--- src/rtl/counter_sequencer.sv ---
// rtl/counter_sequencer.sv - run-control sequencer around a windowed up-counter with prescaler
// Commands arrive on a valid/ready port; a command always beats a same-cycle step.
module counter_sequencer #(
  parameter int WIDTH                = 8,
  parameter int CLOCKS_PER_INCREMENT = 1,
  parameter int MIN_VALUE            = 0,
  parameter int MAX_VALUE            = 5,
  parameter int PASS_WIDTH           = 8
) (
  input  logic                  clk,
  input  logic                  rst,
  input  logic                  cmd_valid,
  output logic                  cmd_ready,
  input  logic [1:0]            cmd_op,
  input  logic [WIDTH-1:0]      cmd_min,
  input  logic [WIDTH-1:0]      cmd_max,
  input  logic [PASS_WIDTH-1:0] cmd_passes,
  output logic [WIDTH-1:0]      count,
  output logic [PASS_WIDTH-1:0] pass_count,
  output logic [1:0]            state,
  output logic                  busy,
  output logic                  wrap,
  output logic                  done,
  output logic                  cmd_err
);

  localparam int PW = (CLOCKS_PER_INCREMENT > 1) ? $clog2(CLOCKS_PER_INCREMENT) : 1;
  localparam logic [PW-1:0] PRESC_LAST = PW'(CLOCKS_PER_INCREMENT - 1);

  localparam logic [1:0] OP_CONFIG = 2'd0;
  localparam logic [1:0] OP_START  = 2'd1;
  localparam logic [1:0] OP_PAUSE  = 2'd2;
  localparam logic [1:0] OP_ABORT  = 2'd3;

  typedef enum logic [1:0] {
    S_IDLE  = 2'd0,
    S_RUN   = 2'd1,
    S_PAUSE = 2'd2,
    S_DONE  = 2'd3
  } state_e;

  state_e                state_q, state_d;
  logic [WIDTH-1:0]      count_q, count_d;
  logic [WIDTH-1:0]      cfg_min_q, cfg_min_d;
  logic [WIDTH-1:0]      cfg_max_q, cfg_max_d;
  logic [PASS_WIDTH-1:0] cfg_passes_q, cfg_passes_d;
  logic [PASS_WIDTH-1:0] pass_count_q, pass_count_d;
  logic [PW-1:0]         presc_q, presc_d;
  logic                  busy_q, busy_d;
  logic                  wrap_q, wrap_d;
  logic                  done_q, done_d;
  logic                  cmd_err_q, cmd_err_d;
  logic                  cmd_ready_q, cmd_ready_d;

  logic                  accept;
  logic [PASS_WIDTH-1:0] pass_inc;

  assign accept   = cmd_valid && cmd_ready_q;
  assign pass_inc = (pass_count_q == {PASS_WIDTH{1'b1}}) ? pass_count_q
                                                         : pass_count_q + PASS_WIDTH'(1);

  always_comb begin
    state_d      = state_q;
    count_d      = count_q;
    cfg_min_d    = cfg_min_q;
    cfg_max_d    = cfg_max_q;
    cfg_passes_d = cfg_passes_q;
    pass_count_d = pass_count_q;
    presc_d      = presc_q;
    wrap_d       = 1'b0;
    done_d       = 1'b0;
    cmd_err_d    = 1'b0;
    cmd_ready_d  = 1'b1;

    if (accept) begin
      case (cmd_op)
        OP_CONFIG: begin
          if ((state_q != S_IDLE && state_q != S_DONE) || (cmd_min > cmd_max)) begin
            cmd_err_d = 1'b1;
          end else begin
            cfg_min_d    = cmd_min;
            cfg_max_d    = cmd_max;
            cfg_passes_d = cmd_passes;
            count_d      = cmd_min;
          end
        end
        OP_START: begin
          count_d      = cfg_min_q;
          presc_d      = '0;
          pass_count_d = '0;
          state_d      = S_RUN;
        end
        OP_PAUSE: begin
          if (state_q == S_RUN)        state_d = S_PAUSE;
          else if (state_q == S_PAUSE) state_d = S_RUN;
          else                         cmd_err_d = 1'b1;
        end
        default: begin
          if (state_q == S_RUN || state_q == S_PAUSE) begin
            state_d = S_IDLE;
            count_d = cfg_min_q;
            presc_d = '0;
          end
        end
      endcase
    end else if (state_q == S_RUN) begin
      // A step only happens on an edge with no accepted command.
      if (presc_q == PRESC_LAST) begin
        presc_d = '0;
        if (count_q < cfg_max_q) begin
          count_d = count_q + WIDTH'(1);
        end else begin
          wrap_d       = 1'b1;
          pass_count_d = pass_inc;
          if (cfg_passes_q != '0 && pass_inc == cfg_passes_q) begin
            state_d = S_DONE;
            done_d  = 1'b1;
          end else begin
            count_d = cfg_min_q;
          end
        end
      end else begin
        presc_d = presc_q + PW'(1);
      end
    end

    busy_d = (state_d == S_RUN) || (state_d == S_PAUSE);
  end

  always_ff @(posedge clk) begin
    if (rst) begin
      state_q      <= S_IDLE;
      count_q      <= WIDTH'(MIN_VALUE);
      cfg_min_q    <= WIDTH'(MIN_VALUE);
      cfg_max_q    <= WIDTH'(MAX_VALUE);
      cfg_passes_q <= '0;
      pass_count_q <= '0;
      presc_q      <= '0;
      busy_q       <= 1'b0;
      wrap_q       <= 1'b0;
      done_q       <= 1'b0;
      cmd_err_q    <= 1'b0;
      cmd_ready_q  <= 1'b0;
    end else begin
      state_q      <= state_d;
      count_q      <= count_d;
      cfg_min_q    <= cfg_min_d;
      cfg_max_q    <= cfg_max_d;
      cfg_passes_q <= cfg_passes_d;
      pass_count_q <= pass_count_d;
      presc_q      <= presc_d;
      busy_q       <= busy_d;
      wrap_q       <= wrap_d;
      done_q       <= done_d;
      cmd_err_q    <= cmd_err_d;
      cmd_ready_q  <= cmd_ready_d;
    end
  end

  assign cmd_ready  = cmd_ready_q;
  assign count      = count_q;
  assign pass_count = pass_count_q;
  assign state      = state_q;
  assign busy       = busy_q;
  assign wrap       = wrap_q;
  assign done       = done_q;
  assign cmd_err    = cmd_err_q;

endmodule

--- config.mk ---
export PLATFORM = sky130hd
export DESIGN_NAME = counter_sequencer
export DESIGN_NICKNAME = d
export VERILOG_FILES = /design/src/rtl/counter_sequencer.sv
export SDC_FILE = /design/constraint.sdc
export NUM_CORES = 1
export LEC_CHECK = 0
export ABC_AREA = 1
export CORE_MARGIN = 2
export CORE_UTILIZATION = 35
export DETAILED_ROUTE_END_ITERATION = 8
export HOLD_SLACK_MARGIN = 0.02
export PLACE_DENSITY = 0.7
export SETUP_SLACK_MARGIN = 0.05
export SYNTH_ARGS = -nofsm -noshare
export SYNTH_HDL_FRONTEND = slang
export SYNTH_SLANG_ARGS = --single-unit
--- constraint.sdc ---
create_clock -name clk -period 2.12 [get_ports clk]
set_clock_uncertainty 0.2 [all_clocks]
set_input_delay 0.424 -clock clk [delete_from_list [all_inputs] [get_ports clk]]
set_output_delay 0.424 -clock clk [all_outputs]
set_load 0.05 [all_outputs]
# Word-level counts from Yosys, hierarchy flattened
# Index checks and enable logic that the tools add are counted.
classes:
  bitwise_logic: 3
  n_eq_ne: 18
  n_lt_le_gt_ge: 2
  n_reduce_logical: 18
  addsub: 3
  muxes: 35
op_table:
  columns: ["op", "n"]
  rows:
  - ["two-way mux 8 bit", 13]
  - ["one-hot mux 8 bit (3 select lines)", 1]
  - ["adder 8 x 1 -> 8 bit, second input constant", 2]
  - ["two-way mux 2 bit", 8]
  - ["two-way mux 1 bit", 10]
  - ["equality test 8 bit", 1]
  - ["equality test 8 bit, second input constant", 1]
  - ["> comparator 8 bit", 1]
  - ["< comparator 8 bit", 1]
  - ["!= test 2 bit, second input constant", 4]
  - ["nonzero test 8 bit", 1]
  - ["equality test 2 x 1 -> 1 bit, second input constant", 3]
  - ["equality test 2 bit, second input constant", 3]
  - ["!= test 3 bit, second input constant", 2]
  - ["one-hot mux 2 bit (3 select lines)", 1]
  - ["AND reduction 3 bit", 2]
  - ["AND reduction 6 bit", 1]
  - ["OR reduction 5 bit", 1]
  - ["!= test 2 x 1 -> 1 bit, second input constant", 2]
  - ["!= test 4 x 1 -> 1 bit, second input constant", 1]
  - ["one-hot mux 1 bit (2 select lines)", 2]
  - ["AND reduction 4 bit", 1]
  - ["nonzero test 2 bit", 2]
  - ["OR reduction 2 bit", 2]
  - ["7 further kinds", 13]
totals:
  output_inout_bits: 23
  in_bits: 29
  regBits: 48
  elab_cells: 91

# Logic depth before layout (Yosys ltp)
# Gate-level depths: netlist (run 1).
depth:
  depth_word: 11
  depth_mapped: 17
  ltp_nobuf: 16

# Least setup slack after synthesis (run 1)
# OpenSTA, ideal clock, no wires.
synth_timing:
  path_kind: "register to register"
  from: "reg pass_count_q[0], in the netlist pass_count[0]"
  to: "reg count_q[3], in the netlist count[3]"
  stages_incl_launch_ff: 17
  arrival_ns: 2.337
  n_path_buf: 2
  path_slack_ns: -0.529
  synth_period_minus_slack_ns: 2.649
  setup_time_ns: 0.112
  t_required_ns: 1.808
  path_cell_list: "dfxtp_1 ha_1 nand2_1 nor2_8 nand2_4 buf_6 nand2_4 nand2_2 nand2_1 nand4_1 nor2_2 nand3_2 nand2_4 buf_12 nand2_2 nand2_1 nor2_2"
synth_via:
  elab_chain_cells: 6
  elab_cells_between_ends: 7
  classes_between: "1 x add/sub; 3 x eq/ne; 1 x mux; 2 x reduce/logical"
synth_rtl:
  columns: ["item", "line", "rtl"]
  rows:
  - ["start: declaration", "47", "logic [PASS_WIDTH-1:0] pass_count_q, pass_count_d;"]
  - ["start signal: assignment", "150", "pass_count_q <= pass_count_d;"]
  - ["adder 8 x 1 -> 8 bit or equality test 8 bit (tied branches)", "60, 59", null]
  - ["two-way mux 8 bit (*)", "59", "assign pass_inc = (pass_count_q == {PASS_WIDTH{1'b1}}) ? pass_count_q"]
  - ["equality test 8 bit (*)", "115", "if (cfg_passes_q != '0 && pass_inc == cfg_passes_q) begin"]
  - ["logical AND 1 bit (*)", "115", null]
  - ["!= test 3 bit (no source line) (*)", null, null]
  - ["AND reduction 6 bit (no source line) (*)", null, null]
  - ["end signal: assignment", "133", "count_q <= WIDTH'(MIN_VALUE);"]
  - ["end signal: assignment", "146", "count_q <= count_d;"]
  - ["end: declaration", "43", "logic [WIDTH-1:0] count_q, count_d;"]
# Mark *: on every way between the ends. The rest lies on a longest branch, timed or not.
# A chain may end at the register's enable or synchronous reset.

# Final worst setup path (run 1)
layout_timing:
  from: "reg pass_count_q[0], in the netlist pass_count[0]"
  to: "reg count_q[5], in the netlist count[5]"
# The elaborated chain is that of the path after synthesis.

==> results.yml, run 1 <==
status:
  status: "complete, but fails checks"
  violations_in_the_final_reports: "negative setup slack"
pwr:
  vdd.ir_drop.worst_mv: 0.339
  total_power_mw: 3.00
  power_leakage_nw: 2.00
  powerDensity_mw_per_mm2: 668
synth:
  synth_area_leaders: "dfxtp_1 31%, nand2_1 9.4%, ha_1 8.7%"
  netlist.area_leader.share: 0.311
  syn_area_per_cell_um2: 6.87
  synth_cells: 440
  ys.warnings.count: 0
  synth_edf_count: 0
  synth_cell_types: 31
  syn-num-nets: 490
  synthFlopType: "dfxtp_1"
  seq_area_frac_synth: 0.311
  yosys_register_bits: 47
  synth_top_area_cell: "dfxtp_1"
  synth-async-reset-ratio: 0
  syn_area_mm2: 0.00302
sta:
  slew-limit-headroom: 0.665
  fmax_ghz: 0.433
  min_period_over_period: 1.09
  grt_setup_unrepaired: "true"
  report.final.setup_viol: 10
  transition_time_of_the_tightest_slew_check_pin_ns: 0.501
  final.setup.worst_slack_ns: -0.190
  final-max-slew-violation-count: 0
  finalHoldViolations: 0
  time_the_final_worst_path_needs_with_i_o_delays_and_setup_ns: 2.31
  fin_worst_hold_slack_ns: 0.232
worst_setup_path:
  worst_ep_required_time_ns: 2.13
  timing.setup.critical_path_class: "flop to flop"
  worst-path-max-fanout: 8
  endpoint_type_of_the_worst_setup_path: "flop"
  critical_path_launch_point: "pass_count[0]"
  setup.worst_path.start_class: "flop"
  worst_r2r_src: "pass_count[0]"
  endpoint_arrival_time_on_the_critical_path_ns: 2.32
placement:
  port_buffers: 51
  place_area_mm2: 0.00403
  dp_hpwl_um: 6170
  routabilityCongestion: 0.889
cts:
  clk_root_buffer_cell: "clkbuf_8"
  worst_skew_pair.late_latency_ns: 0.31
  hold_buffers: 0
  clk_pin_slew_ns: 0.09
  clkSinkCount: 47
  buffer_depth_of_the_longest_clock_path: 2
  cts_inserted_buffers: 5
  cts_max_level: 2
  cts_tree: "built"
global_routing:
  grt_use_met1: 0.223
  groute.layer.met2.usage: 0.332
  grt_max_degree: 45
  first_global_vias: 3168
  grt_busiest_layer: "met2"
  global_route.usage.met3: 0.0340
  initial_antenna_violation_count: 0
  grt_first_pass_wirelength_um: 14400
  grt_util_all_layers: 0.184
  gr-total-overflow: 0
layout:
  design_area_mm2: 0.00450
  layout.cells.most_common_list: "68 x buf_4, 63 x nand2_1, 54 x inv_1"
  flow.area_growth_from_synthesis_pct: 48.7
  diodes: 0
  final.fill_count: 811
  drive_gt1_frac: 0.383
  nets: 594
  final_common_cell: "buf_4"
detailed_routing:
  route.detailed.drc: 0
  drt_wl_total_um: 8810
  drtPass1Iterations: 4
  antenna_left: 0
  avgRoutedWirePerCell_um: 13.6
  detail_route.vias_per_cell: 5.01
  detailroute.via_count: 3255
  dr.first_iter.drc_count: 110
die:
  floorplan.core_area_mm2: 0.00830
  die_area_mm2: 0.00940
  pin_count: 52
  die_h_um: 97.0
  initial_utilization: 0.364
  num_rows: 33
  die_w_um: 97.0
job:
  max_cap_violations: 0
min_path:
  hp-start: "cmd_max[3]"
  worst_hold_path_type: "input pin to flop"
[critical path: stages, from the launching register on]
cell,delay (ns)
dfxtp_4,0.38
ha_4,0.16
nand2_4,0.06
nor2_8,0.20
nand3_2,0.13
nand3_2,0.10
nand2_2,0.06
nor2_2,0.11
nand3_2,0.10
nor2_4,0.15
buf_6,0.11
nand3_4,0.13
nand2_8,0.14
nand2_1,0.06
nand2_1,0.07
nor2_2,0.04
[worst paths after layout]
kind	cells after the start	end	slack, ns
setup / recovery	15	count[5]	-0.19
setup reg to reg	15	count[5]	-0.19
hold reg to reg	2	cfg_max_q[6]	0.27
hold / removal	3	cfg_max_q[3]	0.23
[report_power, final]
group	switching [mW]	internal, mW
sequential	0.0709	0.968
clock	0.323	0.261
combinational	0.816	0.563
[synth_stat cells, drive strengths merged (3+ instances only)]
cell,instances
nand2,82
nor2,43
a22oi,10
nor3,4
dfxtp,47
o211ai,3
xor2,6
inv,65
o21ai,51
nand4,9
a21oi,42
ha,21
nand3,30
clkbuf,14
[through the flow]
step                      utilization  std cells  setup slack (ns)  setup TNS, ns
after global routing            0.542        650            -0.286          -2.74
after floorplan                     -        440           -0.0499        -0.0991
final                           0.542        650            -0.190          -1.60
after detailed placement        0.486        631            -0.601         -18.37
after CTS                       0.525        647           -0.0760         -0.144
after global placement          0.486        631            -0.599         -17.64
[metal layers]
metal  wire length, um  vias to the layer above
met2              4560                       57
met4                72                        0
met3               298                        4
li1                  -                     1658
met5                 0                        -
met1              3880                     1536
[repair_timing]
item                       CTS  global route
pin swaps                   17            22
gates cloned                 3             0
setup endpoints to repair   42            45
resized for setup           66            62
buffers inserted             5             3
[registers in the layout (all words and copies together), names as in the netlist, 2 cells and up]
name and cells:
pass_count 8, cfg_min_q 8, state 2, count 8
cfg_max_q 8, cfg_passes_q 8
[logic make-up (layout without fill, tap and decap cells)]
family / after synthesis / count (layout) / synth area share
DFF: 47 / 47 / 0.311
AOI/OAI and AO/OA: 111 / 111 / 0.199
and+or+nand+nor: 171 / 172 / 0.271
adders and majority gates: 21 / 21 / 0.0869
buffers and inverters: 83 / 187 / 0.111
xor gates and xnor gates: 7 / 7 / 0.0203
[area by class of cell]
type	count	area [um2]	area share
Clock buffer	6	82.6	0.0184
Clock inverter	2	11.3	0.00250
Inverter	67	251	0.0559
Multi-Input combinational cell	311	2100	0.468
Sequential cell	47	986	0.219
Tap cell	105	131	0.0292
Timing Repair Buffer	112	928	0.207
Note: power is estimated with default switching activity, not from simulation.
==> run 2, diff against run 1 <==
--- a/config.mk
+++ b/config.mk
@@ -12,6 +12,7 @@
 export HOLD_SLACK_MARGIN = 0.02
 export PLACE_DENSITY = 0.7
 export SETUP_SLACK_MARGIN = 0.05
+export SKIP_LAST_GASP = 1
 export SYNTH_ARGS = -nofsm -noshare
 export SYNTH_HDL_FRONTEND = slang
 export SYNTH_SLANG_ARGS = --single-unit
==> run 2 against run 1 <==
Net effect:
- the flow still finishes with violations (negative setup slack)
- sequential power hardly changed
- clock power is essentially flat
- design area is 0.11% lower
- worst setup slack got worse by 0.0043 ns
- first-iteration DRC count grew 3.6%
- combinational power is essentially flat
- critical path type unchanged
- critical endpoint is now count[0]
- largest cell class unchanged
==> results.yml, run 2 (same netlist as run 1, synthesis figures left out) <==
status:
  status: "complete, but fails checks"
  violations_in_the_final_reports: "negative setup slack"
detailed_routing:
  drtPass1Iterations: 4
  dr.first_iter.drc_count: 114
  detail_route.vias_per_cell: 5.05
  antenna_left: 0
  detailroute.via_count: 3281
  route.detailed.drc: 0
  drt_wl_total_um: 8830
  avgRoutedWirePerCell_um: 13.6
cts:
  cts_max_level: 2
  clkSinkCount: 47
  cts_tree: "built"
  hold_buffers: 0
  clk_root_buffer_cell: "clkbuf_8"
  clk_pin_slew_ns: 0.09
  buffer_depth_of_the_longest_clock_path: 2
  worst_skew_pair.late_latency_ns: 0.31
  cts_inserted_buffers: 5
pwr:
  vdd.ir_drop.worst_mv: 0.339
  powerDensity_mw_per_mm2: 668
  power_leakage_nw: 2.00
layout:
  final.fill_count: 810
  multi_input_area_mm2: 0.00210
  diodes: 0
  final_common_cell: "buf_4"
  layout.cells.most_common_list: "68 x buf_4, 63 x nand2_1, 54 x inv_1"
  stdcell_count: 650
  drive_gt1_frac: 0.382
  register_cell_area_after_layout_um2: 986
  finalCoreUtilization: 0.541
  nets: 594
  flow.area_growth_from_synthesis_pct: 48.5
placement:
  port_buffers: 51
  routabilityCongestion: 0.889
  place_ws_ns: -0.601
  dp_hpwl_um: 6170
  numPlacedInstances: 631
global_routing:
  grt_util_all_layers: 0.184
  grt_busiest_layer: "met2"
  gr-total-overflow: 0
  grt_first_pass_wirelength_um: 14400
  groute.layer.met2.usage: 0.332
  global_route.usage.met3: 0.0340
  initial_antenna_violation_count: 0
  first_global_vias: 3168
  grt_use_met1: 0.223
  grt_max_degree: 45
die:
  num_rows: 33
  floorplan.core_area_mm2: 0.00830
  die_h_um: 97.0
  pin_count: 52
  initial_utilization: 0.364
  die_w_um: 97.0
  die_area_mm2: 0.00940
worst_setup_path:
  worst-path-max-fanout: 8
  setup.worst_path.start_class: "flop"
  timing.setup.critical_path_class: "flop to flop"
  critPathSlowestCell: "dfxtp_4"
  endpoint_type_of_the_worst_setup_path: "flop"
  worst_ep_required_time_ns: 2.13
  cpPeakStageDelay_ns: 0.38
  critical_path_launch_point: "pass_count[0]"
  crit_path_cell_trace: "ha_4 -> nand2_4 -> nor2_8 -> nand3_2 -> nand3_2 -> nand2_2 -> nor2_2 -> nand3_2 -> nor2_4 -> buf_6 -> nand3_4 -> nand2_8 -> nand2_1 -> nand2_1 -> nor2_2"
  crit_top_cell: "nand3_2"
  worst_r2r_src: "pass_count[0]"
  endpoint_arrival_time_on_the_critical_path_ns: 2.33
sta:
  time_the_final_worst_path_needs_with_i_o_delays_and_setup_ns: 2.31
  fmax_ghz: 0.432
  finalHoldViolations: 0
  fin_setup_tns_ns: -1.64
  final-max-slew-violation-count: 0
  grt_setup_unrepaired: "true"
  min_period_over_period: 1.09
  report.final.setup_viol: 10
  slew-limit-headroom: 0.665
  final.setup.worst_slack_ns: -0.194
  transition_time_of_the_tightest_slew_check_pin_ns: 0.501
job:
  max_cap_violations: 0
min_path:
  hp-start: "cmd_max[3]"
  worst_hold_path_type: "input pin to flop"
==> run 2: cell counts in the layout (fill, tap and decap cells not counted) <==
No cell type changed its count.
==> run 2: critical path: cells and delay by family (launching register included) <==
family / cells / cell delay, ns
and+or+nand+nor: 13 / 1.34
DFF: 1 / 0.38
adders and majority gates: 1 / 0.16
buffers and inverters: 1 / 0.11
==> run 2: per-layer routing <==
metal	share of wire	up-vias	wire length (um)
met5	0	-	0
met4	0.0093	0	82
met3	0.037	6	323
met2	0.51	57	4500
met1	0.44	1563	3920
li1	-	1655	-
==> run 2: power breakdown <==
group	switching [mW]	internal [mW]
Sequential	0.0710	0.968
Clock	0.324	0.261
Combinational	0.815	0.561
Total	1.21	1.79
==> run 2: area by class of cell <==
cell class | instances | area share
well taps | 105 | 0.0293
clock inverters | 2 | 0.00251
multi-input cells | 311 | 0.468
inverters | 67 | 0.0560
clock buffers | 6 | 0.0184
repair buffers | 112 | 0.207
flip-flops and latches | 47 | 0.220
==> run 2: stage by stage <==
step	cell area, um2	hold slack (ns)	total power [mW]
after floorplan	3120	0.233	1.82
after global placement	4030	0.254	2.25
after detailed placement	4030	0.258	2.27
after CTS	4360	0.272	2.94
after global routing	4490	0.238	3.18
final	4490	0.230	3.00
==> run 2: worst paths after layout <==
| kind | end | slack, ns | depth (start not counted) |
|---|---|---|---|
| setup / recovery | count[0] | -0.19 | 15 |
| hold / removal | cfg_max_q[3] | 0.23 | 3 |
| setup reg to reg | count[0] | -0.19 | 15 |
| hold reg to reg | cfg_max_q[6] | 0.27 | 2 |
==> run 2: timing repair <==
action	4_1_cts	5_1_grt
pin swaps	17	22
gates resized for setup	66	61
setup endpoints to repair	42	45
gates cloned	3	0
buffers inserted	5	3
==> run 3, diff against run 2 <==
--- a/config.mk
+++ b/config.mk
@@ -8,6 +8,7 @@
 export ABC_AREA = 1
 export CORE_MARGIN = 2
 export CORE_UTILIZATION = 35
+export CTS_CLUSTER_SIZE = 24
 export DETAILED_ROUTE_END_ITERATION = 8
 export HOLD_SLACK_MARGIN = 0.02
 export PLACE_DENSITY = 0.7
==> results of run 3 <==
Final layout, timing and power as in run 2 (identical DEF).
